`config.mk`:
```
export PLATFORM = sky130hd
export DESIGN_NAME = id_ex_operand_stage
export DESIGN_NICKNAME = d
export VERILOG_FILES = /design/src/rtl/id_ex_operand_stage.sv
export SDC_FILE = /design/constraint.sdc
export NUM_CORES = 1
export LEC_CHECK = 0
export ABC_CLOCK_PERIOD_IN_PS = 6900
export BUFFER_PORTS_ARGS = -buffer_cell sky130_fd_sc_hd__buf_2
export CORE_AREA = 2 2 106 108
export CTS_BUF_LIST = sky130_fd_sc_hd__clkbuf_2 sky130_fd_sc_hd__clkbuf_4 sky130_fd_sc_hd__clkbuf_8
export DETAILED_ROUTE_END_ITERATION = 10
export DIE_AREA = 0 0 108 110
export GPL_TIMING_DRIVEN = 1
export PLACE_DENSITY = 0.74
export SLEW_MARGIN = 20
export SYNTH_ARGS = -nofsm -noshare
export SYNTH_HDL_FRONTEND = slang
export SYNTH_SLANG_ARGS = --single-unit
export TNS_END_PERCENT = 5
```
`constraint.sdc`:
```
create_clock -name clock -period 6.9 [get_ports clock]
set_input_delay 0.69 -clock clock [delete_from_list [all_inputs] [get_ports clock]]
set_output_delay 0.69 -clock clock [all_outputs]
set_load 0.02 [all_outputs]
```
`src/rtl/id_ex_operand_stage.sv`:
```
// id_ex_operand_stage: ID/EX pipeline register placed directly after the register file.
// It resolves both source operands, extends the 16-bit immediate, detects RAW
// hazards, inserts bubbles and stalls fetch/decode. It also honours a downstream
// hold and a branch flush.
//
// Optional build macro: OPERAND_FWD_EN
//   defined   - EX/MEM bypass network; only a load-use costs a bubble (exactly one)
//   undefined - operands always come from the register file; any RAW against a
//               live EX or MEM writer stalls until that writer has retired
//
// Ports:
//   clock, reset                      pipeline clock, asynchronous active-high reset
//   in_valid                          decode slot holds a real instruction
//   in_rs, in_rt, in_dst              source A/B and destination register addresses
//   in_rf_data_1, in_rf_data_2        register-file read data for rs / rt
//   in_imm16, in_sign_ext             raw immediate and extension mode
//   in_reg_write, in_mem_read         decoded control bits
//   ex_result                         ALU result of the instruction held in this stage
//   mem_reg_write, mem_dst, mem_result MEM-stage writer info (load data for loads)
//   ex_hold                           downstream stall, freeze all outputs
//   flush                             squash the decode slot
//   stall_id                          freeze PC and IF/ID (combinational)
//   out_*                             registered control, destination, operands, immediate
module id_ex_operand_stage #(
    parameter int unsigned DATA_WIDTH = 32,
    parameter int unsigned ADDR_WIDTH = 5
) (
    input  logic                  clock,
    input  logic                  reset,
    input  logic                  in_valid,
    input  logic [ADDR_WIDTH-1:0] in_rs,
    input  logic [ADDR_WIDTH-1:0] in_rt,
    input  logic [ADDR_WIDTH-1:0] in_dst,
    input  logic [DATA_WIDTH-1:0] in_rf_data_1,
    input  logic [DATA_WIDTH-1:0] in_rf_data_2,
    input  logic [15:0]           in_imm16,
    input  logic                  in_sign_ext,
    input  logic                  in_reg_write,
    input  logic                  in_mem_read,
    input  logic [DATA_WIDTH-1:0] ex_result,
    input  logic                  mem_reg_write,
    input  logic [ADDR_WIDTH-1:0] mem_dst,
    input  logic [DATA_WIDTH-1:0] mem_result,
    input  logic                  ex_hold,
    input  logic                  flush,
    output logic                  stall_id,
    output logic                  out_valid,
    output logic                  out_reg_write,
    output logic                  out_mem_read,
    output logic [ADDR_WIDTH-1:0] out_dst,
    output logic [DATA_WIDTH-1:0] out_op_a,
    output logic [DATA_WIDTH-1:0] out_op_b,
    output logic [DATA_WIDTH-1:0] out_imm32
);

    localparam int unsigned IMM_WIDTH = 16;

    logic                  ex_live;
    logic                  mem_live;
    logic                  hazard;
    logic [DATA_WIDTH-1:0] op_a_next;
    logic [DATA_WIDTH-1:0] op_b_next;
    logic [DATA_WIDTH-1:0] imm32_next;

    // Register 0 is never a real destination, so writers to it are ignored.
    assign ex_live  = out_valid && out_reg_write && (out_dst != '0);
    assign mem_live = mem_reg_write && (mem_dst != '0);

`ifdef OPERAND_FWD_EN
    // Only a load still in EX cannot be bypassed; it is caught one cycle later via MEM.
    assign hazard = in_valid && out_valid && out_mem_read && (out_dst != '0) &&
                    ((out_dst == in_rs) || (out_dst == in_rt));

    // Operand A: zero register, then youngest live writer, then register file.
    always_comb begin
        op_a_next = in_rf_data_1;
        if (in_rs == '0)
            op_a_next = '0;
        else if (ex_live && !out_mem_read && (in_rs == out_dst))
            op_a_next = ex_result;
        else if (mem_live && (in_rs == mem_dst))
            op_a_next = mem_result;
    end

    // Operand B: same priority as operand A.
    always_comb begin
        op_b_next = in_rf_data_2;
        if (in_rt == '0)
            op_b_next = '0;
        else if (ex_live && !out_mem_read && (in_rt == out_dst))
            op_b_next = ex_result;
        else if (mem_live && (in_rt == mem_dst))
            op_b_next = mem_result;
    end
`else
    logic unused_bypass_data;

    // Bypass data is not consumed in this build.
    assign unused_bypass_data = ^{ex_result, mem_result};

    // Any pending writer of a source register stalls until it reaches WB.
    assign hazard = in_valid &&
                    (((in_rs != '0) && ((ex_live && (in_rs == out_dst)) ||
                                        (mem_live && (in_rs == mem_dst)))) ||
                     ((in_rt != '0) && ((ex_live && (in_rt == out_dst)) ||
                                        (mem_live && (in_rt == mem_dst)))));

    // Operands straight from the register file; register 0 always reads zero.
    always_comb begin
        op_a_next = in_rf_data_1;
        op_b_next = in_rf_data_2;
        if (in_rs == '0)
            op_a_next = '0;
        if (in_rt == '0)
            op_b_next = '0;
    end
`endif

    // Immediate extension.
    always_comb begin
        imm32_next = DATA_WIDTH'(in_imm16);
        if (in_sign_ext)
            imm32_next = {{(DATA_WIDTH - IMM_WIDTH){in_imm16[IMM_WIDTH-1]}}, in_imm16};
    end

    // A flush makes the hazard moot because the dependent instruction is squashed.
    assign stall_id = ex_hold || (hazard && !flush);

    // Pipeline register: flush > hold > bubble > capture.
    always_ff @(posedge clock or posedge reset) begin
        if (reset) begin
            out_valid     <= 1'b0;
            out_reg_write <= 1'b0;
            out_mem_read  <= 1'b0;
            out_dst       <= '0;
            out_op_a      <= '0;
            out_op_b      <= '0;
            out_imm32     <= '0;
        end else if (flush) begin
            out_valid     <= 1'b0;
            out_reg_write <= 1'b0;
            out_mem_read  <= 1'b0;
        end else if (ex_hold) begin
            out_valid     <= out_valid;
        end else if (hazard) begin
            out_valid     <= 1'b0;
            out_reg_write <= 1'b0;
            out_mem_read  <= 1'b0;
        end else begin
            out_valid     <= in_valid;
            out_reg_write <= in_valid && in_reg_write;
            out_mem_read  <= in_valid && in_mem_read;
            out_dst       <= in_dst;
            out_op_a      <= op_a_next;
            out_op_b      <= op_b_next;
            out_imm32     <= imm32_next;
        end
    end

endmodule

```
=== Word level (Yosys, flattened, before mapping) ===
Index checks and enable logic that the tools add are counted.

* Input bits: 173
* Word-level logic and storage cells: 52
* Output and inout bits: 105
* Register bits: 104

* Reductions and logical operators: 25
* Bitwise operators: 3
* Equality and inequality tests: 5
* Multiplexer cells: 12

{| class="wikitable"
|+ Operator list
! cell !! count
|-
| $mux W32 || 3
|-
| $eq A5 B5 Y1 || 4
|-
| $reduce_bool A5 Y1 || 4
|-
| $logic_and A1 B1 Y1 || 13
|-
| $logic_not A5 Y1 || 2
|-
| $mux W1 || 9
|-
| $logic_or A1 B1 Y1 || 4
|-
| $not A1 Y1 || 3
|-
| $reduce_and A3 Y1 || 1
|-
| $ne A2 B1 Y1 const B || 1
|-
| $logic_not A1 Y1 || 1
|}

=== Longest topological paths before layout ===
Gate-level depths: netlist of the first run.

* Depth after elaboration: 10
* Mapped depth: 8
* Gate-level depth less buffers: 6

=== Worst setup path after synthesis of the first run ===
No wires, ideal clock.

* Path kind: input-to-reg
* Start: input port mem_dst[1]
* End: register out_imm32[30]
* Buffers on the path: 2
* Arrival time: 2,380 ps
* Required time: 6,768 ps
* Stages on the path: 7
* Slack: 4,389 ps
* Library setup time: 132 ps
* Cells stage by stage: or4_1 o21ai_0 nor3b_1 a2111o_1 buf_2 buf_6 o2bb2ai_1

* Word-level cells in the longest chain between the ends: 9
* Elaborated cells on any way between the ends: 14
* Classes of those cells: eq/ne (2); bitwise (1); reduce/logical (11)

{| class="wikitable"
|+ Ends and longest elaborated chain
! item !! line !! RTL
|-
| start: declaration || 42 || <nowiki>input logic [ADDR_WIDTH-1:0] mem_dst,</nowiki>
|-
| $reduce_bool A5 Y1 || 67 || <nowiki>assign mem_live = mem_reg_write && (mem_dst != '0);</nowiki>
|-
| $logic_and A1 B1 Y1 || 67 ||
|-
| $logic_and A1 B1 Y1, on equally long branches || 104, 106 ||
|-
| $logic_or A1 B1 Y1, on equally long branches || 103, 105 ||
|-
| $logic_and A1 B1 Y1, on equally long branches || 103, 105 ||
|-
| $logic_or A1 B1 Y1 (*) || 104 || <nowiki>(mem_live && (in_rs == mem_dst)))) ||</nowiki>
|-
| $logic_and A1 B1 Y1 (*) || 102 || <nowiki>assign hazard = in_valid &&</nowiki>
|-
| $not A1 Y1 (no source line) (*) || n/a ||
|-
| $reduce_and A3 Y1 (no source line) (*) || n/a ||
|-
| end signal: assignment || 156 || <nowiki>out_imm32 <= imm32_next;</nowiki>
|-
| end: declaration || 53 || <nowiki>output logic [DATA_WIDTH-1:0] out_imm32</nowiki>
|}

Mark *: on every way between the ends. The rest lies on a longest branch, timed or not.
A chain may end at the register's enable or synchronous reset.

=== Worst setup path in the final report of the first run ===
* Start: register out_dst[0]
* End: register out_dst[4]

* Word-level cells in the longest chain between the ends: 9
* Elaborated cells on any way between the ends: 14
* Classes of those cells: eq/ne (2); bitwise (1); reduce/logical (11)

{| class="wikitable"
|+ Ends and longest elaborated chain
! item !! line !! RTL
|-
| start: declaration || 50 || <nowiki>output logic [ADDR_WIDTH-1:0] out_dst,</nowiki>
|-
| start signal: assignment || 153 || <nowiki>out_dst <= in_dst;</nowiki>
|-
| $reduce_bool A5 Y1 || 66 || <nowiki>assign ex_live = out_valid && out_reg_write && (out_dst != '0);</nowiki>
|-
| $logic_and A1 B1 Y1 || 66 ||
|-
| $logic_and A1 B1 Y1, on equally long branches || 103, 105 ||
|-
| $logic_or A1 B1 Y1, on equally long branches || 103, 105 ||
|-
| $logic_and A1 B1 Y1, on equally long branches || 103, 105 ||
|-
| $logic_or A1 B1 Y1 (*) || 104 ||
|-
| $logic_and A1 B1 Y1 (*) || 102 ||
|-
| $not A1 Y1 (no source line) (*) || n/a ||
|-
| $reduce_and A3 Y1 (no source line) (*) || n/a ||
|}

Marked as above.

==> results of run 1 <==
[where the power goes]
| part | switching, uW | internal, uW | leakage, uW |
|---|---|---|---|
| logic | 215 | 152 | 0.00143 |
| registers | 47.9 | 593 | 0.00109 |
| clock network | 175 | 189 | 0.000108 |
| total | 438 | 933 | 0.00263 |
[how the worst min path moves through the flow]
| stage | endpoint | slack (ns) |
|---|---|---|
| after global routing | out_op_b[18] | 0.50 |
| final | out_op_b[14] | 0.49 |
| after global placement | out_op_b[28] | 0.47 |
| after detailed placement | out_op_b[12] | 0.47 |
| after floorplan | out_op_a[0] | 0.60 |
| after CTS | out_op_b[12] | 0.49 |
[sequential cells by signal (all words and copies together), names as in the netlist]
name and count:
out_valid 1, out_mem_read 1, out_op_b 32, out_imm32 17, out_op_a 32, out_reg_write 1, out_dst 5
[final cells by class]
| class | instances | area [um^2] |
|---|---|---|
| Timing Repair Buffer | 218 | 1110 |
| Sequential cell | 89 | 2230 |
| Clock inverter | 3 | 40.0 |
| Fill cell | 998 | 5400 |
| Inverter | 1 | 5.00 |
| Multi-Input combinational cell | 204 | 1580 |
| Tap cell | 140 | 175 |
| Clock buffer | 13 | 160 |
[logic make-up after synthesis]
group / count (synthesis) / synth area share [%]
multiplexers: 21 / 7.55
buffers and inverters: 45 / 6.88
AND/OR/NAND/NOR: 88 / 10.8
XOR/XNOR: 20 / 4.30
AO/OA/AOI/OAI: 75 / 15.8
flip-flops: 89 / 54.6
[stage by stage]
step                instances  hold WS, ns  instance area [um^2]  setup WS (ns)  total power (uW)
global placement          652        0.466                  5090           3.82              1010
CTS                       668        0.493                  5290           4.07              1390
finish                    668        0.488                  5300           4.03              1370
detailed placement        652        0.469                  5090           3.74              1020
floorplan                 338        0.597                  4080           3.90               884
global route              668        0.502                  5300           3.88              1440
[synthesized netlist by cell type (all sizes together)]
cell type / number / share of area (%)
a21oi: 1 / 0.12
nor3b: 1 / 0.18
a2111o: 1 / 0.28
o21a: 1 / 0.18
o21ai: 1 / 0.12
mux2: 21 / 7.6
a22oi: 1 / 0.18
nor2: 7 / 0.64
nand2: 2 / 0.18
nand3: 67 / 8.2
buf: 24 / 4.9
dfrtp: 89 / 55
a22o: 2 / 0.43
nor3: 6 / 0.74
o211ai: 1 / 0.18
nor2b: 1 / 0.15
nand2b: 1 / 0.15
or4: 2 / 0.37
xor2: 16 / 3.4
clkbuf: 20 / 1.8
inv: 1 / 0.092
nor4: 1 / 0.15
a21o: 1 / 0.18
o2bb2ai: 65 / 14
xnor2: 4 / 0.86
o21bai: 1 / 0.18
[per-layer routing]
| metal | share of wire [%] | GRT usage (%) | up-vias | wire, um |
|---|---|---|---|---|
| met1 | 41 | 23.2 | 1710 | 4600 |
| met2 | 50 | 32.0 | 145 | 5720 |
| met5 | 0 | 0 | - | 0 |
| met3 | 7.6 | 5.00 | 13 | 861 |
| met4 | 1.3 | 6.23 | 0 | 142 |
| li1 | - | - | 1602 | - |
==> flow_metrics.tcl, run 1 <==
set metrics [dict create \
    status "completed" \
    setup_viol 0 \
    fp.dieH_um 110 \
    cts.sink_count 89 \
    antenna_found_initial 0 \
    arrival_ns 3.11 \
    tightestPinTransition_ns 1.11 \
    wl_um 11300 \
    drt_iter0_drc 135 \
    holdPathStages 1 \
    maxCapViolCount 0 \
    die_x_um 108 \
    tritoncts "yes" \
    synth_nets 511 \
    hold_buffers 0 \
    vdd_drop_max_uv 111 \
    hold_violations 0 \
    relSlewSlack_pct 25.8 \
    grt_pass1_wl_um 17400 \
    route.detailed.drc 0 \
    hold_path_startpoint "out_op_b[14]" \
    endpoint_kind "flop" \
    p_per_area_nw_per_um2 259 \
    r2r_end "out_dst[4]" \
    rsz0062_at_grt "no" \
    grt_usage_pct 18.8 \
    n_antenna_cell 0 \
    crit_family "buffers and inverters" \
    post-cts-setup-buffer-count 0 \
    avgSynthCellArea_um2 12.1 \
    finalCriticalPeriod_ns 2.87 \
    synthDistinctLibCells 29 \
    ys_seq_elements 89 \
    yosysWarnings 0 \
    max_freq_mhz 348 \
    path_class "reg2reg" \
    via_per_inst 5.19 \
    r2r_cells 7 \
    leakagePower_uw 0.00263 \
    final_common_cell "buf_2" \
    syn_to_final_growth_pct 29.9 \
    final_antenna_net_count 0 \
    cts.clk_slew.worst_paths_ns 0.08 \
    hpwlAfterDp_um 7900 \
    critPathRequiredTime_ns 7.14 \
    grt_pass1_vias 3383 \
    place.port_buffers 213 \
    final_cell_mix "213 x buf_2, 89 x dfrtp_1, 67 x nand3_1" \
    synthesis.area_um2 4080 \
    setup.worst_path.end "out_dst[4]" \
    vias 3470 \
    fin_util_pct 49.5 \
    crit_cells 7 \
    start_util_pct 38.1 \
    clockBufferDepth 2 \
    dieArea_um2 11900 \
    grt-ovfl-total 0 \
    cts_buffers 9 \
    io_pins 278 \
    ctsRootBufferMaster "clkbuf_8" \
    drive_gt1_share_pct 49.2 \
    syn_inst 338 \
    drt_first_pass_iters 4 \
    htree_levels 3 \
    finalCritPeriodShare_pct 41.6 \
    ff2ff_setup_slack_ns 4.03 \
    cp_max_fo 86 \
    nNetsFinal 696 \
    cp_slowest_cell "buf_4" \
    globalplace.congestion 0.808 \
    rows 38 \
    seq_area_frac_synth_pct 54.6 \
    slowest_delay_ns 0.72 \
    r2r-start "out_dst[0]" \
    worstPathCellList "xor2_1, nor3_1, nand3_1, a21oi_1, a2111o_2, buf_4, mux2_2" \
    worstSkewPairLatency_ns 0.35 \
    cp-start-kind "flop" \
    crit_start "out_dst[0]" \
    core-area_um2 10700 \
    tns_ns 0 \
    detail_route.wl_per_cell_um 16.9 \
    cp_num_buf_inv 1 \
    final-max-slew-violation-count 0 \
    cts_resized 0 \
    skew_ns 0.00871 \
    grt_max_degree 90 \
    min_path_type "reg2reg" \
]
Power figures use the tool's default switching activity.
==> run 2: changes to the inputs <==
--- a/config.mk
+++ b/config.mk
@@ -5,14 +5,14 @@
 export SDC_FILE = /design/constraint.sdc
 export NUM_CORES = 1
 export LEC_CHECK = 0
-export ABC_CLOCK_PERIOD_IN_PS = 6900
+export ABC_CLOCK_PERIOD_IN_PS = 2900
 export BUFFER_PORTS_ARGS = -buffer_cell sky130_fd_sc_hd__buf_2
-export CORE_AREA = 2 2 106 108
+export CORE_AREA = 2 2 107 109
 export CTS_BUF_LIST = sky130_fd_sc_hd__clkbuf_2 sky130_fd_sc_hd__clkbuf_4 sky130_fd_sc_hd__clkbuf_8
 export DETAILED_ROUTE_END_ITERATION = 10
-export DIE_AREA = 0 0 108 110
+export DIE_AREA = 0 0 109 111
 export GPL_TIMING_DRIVEN = 1
-export PLACE_DENSITY = 0.74
+export PLACE_DENSITY = 0.73
 export SLEW_MARGIN = 20
 export SYNTH_ARGS = -nofsm -noshare
 export SYNTH_HDL_FRONTEND = slang
==> constraint.sdc (replaced) <==
create_clock -name clock -period 2.9 [get_ports clock]
set_input_delay 0.29 -clock clock [delete_from_list [all_inputs] [get_ports clock]]
set_output_delay 0.29 -clock clock [all_outputs]
set_load 0.02 [all_outputs]
==> run 2 against run 1 <==
Compared with the run above: global-route usage barely moved; non-clock buffer count did not move; worst hold slack got worse by 0.46 ns; total power rose by 140%; via count fell by 1.5%; sequential share of layout area fell by 0.53 points; critical endpoint is now out_imm32[13].
==> flow_metrics.tcl, run 2 (synthesized netlist as in run 1, its figures left out) <==
set metrics [dict create \
    cts.clk_slew.worst_paths_ns 0.09 \
    relSlewSlack_pct 51.9 \
    htree_levels 3 \
    vdd_drop_max_uv 270 \
    rows 39 \
    cts_resized 0 \
    die_x_um 109 \
    route.detailed.drc 0 \
    nFillCells 1030 \
    multi_input_area_um2 1580 \
    setup_viol 0 \
    tritoncts "yes" \
    hold_buffers 0 \
    max_freq_mhz 382 \
    p_switching_uw 1070 \
    leakagePower_uw 0.00265 \
    wl_um 10900 \
    grt-ovfl-total 0 \
    via_per_inst 5.09 \
    grt_pass1_vias 3507 \
    seq_area_um2 2230 \
    drt_first_pass_iters 4 \
    grt_usage_pct 18.7 \
    min_path_type "in2async" \
    syn_to_final_growth_pct 31.6 \
    finalCriticalPeriod_ns 2.62 \
    cp-start-kind "flop" \
    antenna_found_initial 0 \
    final_common_cell "buf_2" \
    core-area_um2 11100 \
    post-cts-setup-buffer-count 0 \
    arrival_ns 2.86 \
    fin_hold_ws_ns 0.0307 \
    worstSkewPairLatency_ns 0.36 \
    grt_max_degree 90 \
    io_pins 278 \
    skew_ns 0.00872 \
    intPower_uw 2260 \
    vias 3417 \
    endpoint_kind "flop" \
    nNetsFinal 696 \
    place.port_buffers 213 \
    hpwlAfterDp_um 7370 \
    detail_route.wl_per_cell_um 16.2 \
    tns_ns 0 \
    cts_buffers 9 \
    cts.sink_count 89 \
    clock_power_share_pct 28.1 \
    status "completed" \
    final-max-slew-violation-count 0 \
    p_seq_share_pct 45.6 \
    grt_pass1_wl_um 17700 \
    hold_violations 0 \
    maxCapViolCount 0 \
    clockBufferDepth 2 \
    fp.dieH_um 111 \
    drive_gt1_share_pct 49.2 \
    drt_iter0_drc 292 \
    globalplace.congestion 0.817 \
    rsz0062_at_grt "no" \
    p_sw_share_pct 32.2 \
    reg_top3 "out_op_a (32), out_op_b (32), out_imm32 (17)" \
    p_per_area_nw_per_um2 622 \
    final_cell_mix "213 x buf_2, 89 x dfrtp_1, 67 x nand3_1" \
    start_util_pct 36.8 \
    dieArea_um2 12100 \
    ctsRootBufferMaster "clkbuf_8" \
    n_antenna_cell 0 \
    final_antenna_net_count 0 \
    tightestPinTransition_ns 0.719 \
    comb_power_share_pct 26.3 \
    cp_max_fo 86 \
    critPathRequiredTime_ns 3.15 \
    finalCritPeriodShare_pct 90.2 \
    path_class "reg2reg" \
]
## run 2: routing by layer
layer  wire length [um]  track usage, %  up-vias
met1               4740            24.5     1661
li1                   -               -     1602
met3                741            4.23       19
met4                233            7.95        0
met2               5180            29.6      135
met5                  0               0        -
## run 2: power groups by stage
stage               Clock [uW]  Sequential [uW]  Combinational [uW]
floorplan                    0             1750                 353
global placement             0             1540                 866
detailed placement           0             1540                 886
CTS                        972             1520                 885
global route              1030             1550                 944
finish                     938             1520                 876
## run 2: cell type report
type / count / share of cell area [%]
clock buffer: 9 / 2.31
timing repair buffer: 218 / 21.5
tap: 143 / 3.34
clock inverter: 7 / 1.75
sequential: 89 / 41.5
multi-input combinational: 204 / 29.5
inverter: 1 / 0.0933
## run 2: per-stage QoR
step           total power (uW)  utilization [%]  cell area (um^2)  std cells  setup WS, ns
2_1_floorplan              2100                -              4080        338         0.303
3_3_place_gp               2400             46.4              5140        655         0.435
4_1_cts                    3380             48.4              5360        671         0.361
6_report                   3340             48.4              5360        671         0.284
5_1_grt                    3520             48.4              5360        671         0.271
3_5_place_dp               2430             46.4              5140        655         0.382
## run 2: path summary, 6_finish.rpt
path / slack (ns) / cells past startpoint / from / to
worst max-delay path: 0.28 / 6 / out_dst[0] / out_imm32[13]
worst min-delay path: 0.03 / 3 / reset / out_op_b[25]
worst max register to register: 0.28 / 6 / out_dst[0] / out_imm32[13]
worst min register to register: 0.49 / 1 / out_op_b[27] / out_op_b[27]
max in group asynchronous: 2.53 / 3 / reset / out_op_a[15]
min in group clock: 0.16 / 2 / in_imm16[5] / out_imm32[5]
## run 2: worst max-delay path, cell delays in order, from the launching register on
cell and delay [ns]:
dfrtp_1 0.47, or4_1 0.53, o211ai_1 0.17, a21oi_1 0.11, a2111o_2 0.52, buf_12 0.21, mux2_4 0.38
==> run 3: changes to the inputs <==
--- a/config.mk
+++ b/config.mk
@@ -6,7 +6,7 @@
 export NUM_CORES = 1
 export LEC_CHECK = 0
 export ABC_CLOCK_PERIOD_IN_PS = 2900
-export BUFFER_PORTS_ARGS = -buffer_cell sky130_fd_sc_hd__buf_2
+export BUFFER_PORTS_ARGS = -buffer_cell sky130_fd_sc_hd__buf_4
 export CORE_AREA = 2 2 107 109
 export CTS_BUF_LIST = sky130_fd_sc_hd__clkbuf_2 sky130_fd_sc_hd__clkbuf_4 sky130_fd_sc_hd__clkbuf_8
 export DETAILED_ROUTE_END_ITERATION = 10
==> run 3 against run 2 <==
Compared with the run above: wire length up 3.9%; worst hold slack worse by 0.0079 ns; core utilization up 4.6 points; via count up 2.0%; flip-flop and latch count unchanged; count of clock-buffer cells in the layout up 4; first-iteration DRC count down 36%; die area unchanged; combinational power up 16%; cell area up 9.5%; register-to-register slack better by 0.09 ns; sequential share of layout area down 3.6 points; largest power group unchanged.
==> flow_metrics.tcl, run 3 (synthesized netlist as in run 1, its figures left out) <==
set metrics [dict create \
    status "completed" \
    cts_resized 0 \
    cts.sink_count 89 \
    slowest_delay_ns 0.54 \
    io_pins 278 \
    finalCriticalPeriod_ns 2.53 \
    post-cts-setup-buffer-count 0 \
    htree_levels 3 \
    post-place-cells 655 \
    hpwlAfterDp_um 7740 \
    endpoint_kind "flop" \
    vias 3486 \
    skew_ns 0.0130 \
    vdd_drop_max_uv 269 \
    tns_ns 0 \
    leakagePower_uw 0.00280 \
    grt-ovfl-total 0 \
    rows 39 \
    cts.clk_slew.worst_paths_ns 0.09 \
    start_util_pct 36.8 \
    n_antenna_cell 0 \
    finalCritPeriodShare_pct 87.2 \
    wl_um 11300 \
    worstSkewPairLatency_ns 0.35 \
    clockBufferDepth 2 \
    fp.dieH_um 111 \
    reg_top3 "out_op_a (32), out_op_b (32), out_imm32 (17)" \
    core-area_um2 11100 \
    syn_to_final_growth_pct 44.1 \
    worstPathCellList "or4_1, o211ai_1, a21oi_1, a2111o_2, buf_12, mux2_4" \
    final_cells 671 \
    via_per_inst 5.20 \
    final_common_cell "buf_4" \
    nFillCells 972 \
    drt_first_pass_iters 4 \
    relSlewSlack_pct 53.2 \
    detail_route.wl_per_cell_um 16.9 \
    place.port_buffers 213 \
    cp-start-kind "flop" \
    drive_gt1_share_pct 49.4 \
    final_cell_mix "216 x buf_4, 89 x dfrtp_1, 67 x nand3_1" \
    path_class "reg2reg" \
    tritoncts "yes" \
    cts_buffers 9 \
    grt_pass1_wl_um 18000 \
    nNetsFinal 696 \
    grt_usage_pct 18.9 \
    antenna_found_initial 0 \
    p_per_area_nw_per_um2 592 \
    fin_util_pct 53.0 \
    cp_slowest_cell "or4_1" \
    tightestPinTransition_ns 0.701 \
    hold_violations 0 \
    critPathRequiredTime_ns 3.13 \
    grt_pass1_vias 3597 \
    hold_buffers 0 \
    dieArea_um2 12100 \
    die_x_um 109 \
    arrival_ns 2.76 \
    grt_max_degree 87 \
    min_path_type "in2async" \
    max_freq_mhz 396 \
    final_antenna_net_count 0 \
    route.detailed.drc 0 \
    maxCapViolCount 0 \
    final-max-slew-violation-count 0 \
    total_power_uw 3480 \
    drt_iter0_drc 188 \
    globalplace.congestion 0.813 \
    rsz0062_at_grt "no" \
    cp_max_fo 86 \
    ctsRootBufferMaster "clkbuf_8" \
    setup_viol 0 \
]
-- run 3: cell count changes in the layout (fill, tap and decap cells not counted), moves of 2 or more --
cell,change
buf_12,-2
buf_2,-213
buf_4,+215
clkbuf_8,+3
clkinv_2,-2
-- run 3: cell type report --
cell class / count / area [um^2] / share of cell area (%)
tap: 143 / 179 / 3.05
timing repair buffer: 218 / 1660 / 28.3
sequential: 89 / 2230 / 37.9
multi-input combinational: 204 / 1580 / 27.0
clock inverter: 3 / 46.3 / 0.788
clock buffer: 13 / 173 / 2.94
inverter: 1 / 5.00 / 0.0852
-- run 3: stage by stage --
stage	setup slack [ns]	instance area, um^2	hold slack, ns
6_report	0.373	5880	0.0228
5_1_grt	0.276	5880	0.0558
4_1_cts	0.377	5870	0.0240
3_5_place_dp	0.392	5650	0.427
3_3_place_gp	0.431	5650	0.420
2_1_floorplan	0.303	4080	0.423
-- run 3: worst paths after layout --
| path | start | endpoint | slack [ns] | cells after the start |
|---|---|---|---|---|
| max reg2reg | out_dst[0] | out_imm32[13] | 0.37 | 6 |
| min in group clock | in_imm16[4] | out_imm32[4] | 0.16 | 2 |
| min | reset | out_op_b[25] | 0.02 | 2 |
| min reg2reg | out_op_a[19] | out_op_a[19] | 0.50 | 1 |
| max in group asynchronous | reset | out_op_a[5] | 2.16 | 3 |
| max | out_dst[0] | out_imm32[13] | 0.37 | 6 |
-- run 3: routing by layer --
layer  track usage, %  wire (um)
met5                0          0
met4             8.12        199
met3             4.64        933
met2             29.4       5430
met1             24.8       4750
-- run 3: power by group --
group	switching (uW)	internal (uW)
clock network	439	483
logic	512	512
registers	123	1410
-- run 3: worst max-delay path: cells and delay by family, from the launching register on --
family,cells,cell delay (ns)
AO/OA/AOI/OAI,3,0.79
buffers and inverters,1,0.25
flip-flops,1,0.45
multiplexers,1,0.34
AND/OR/NAND/NOR,1,0.54
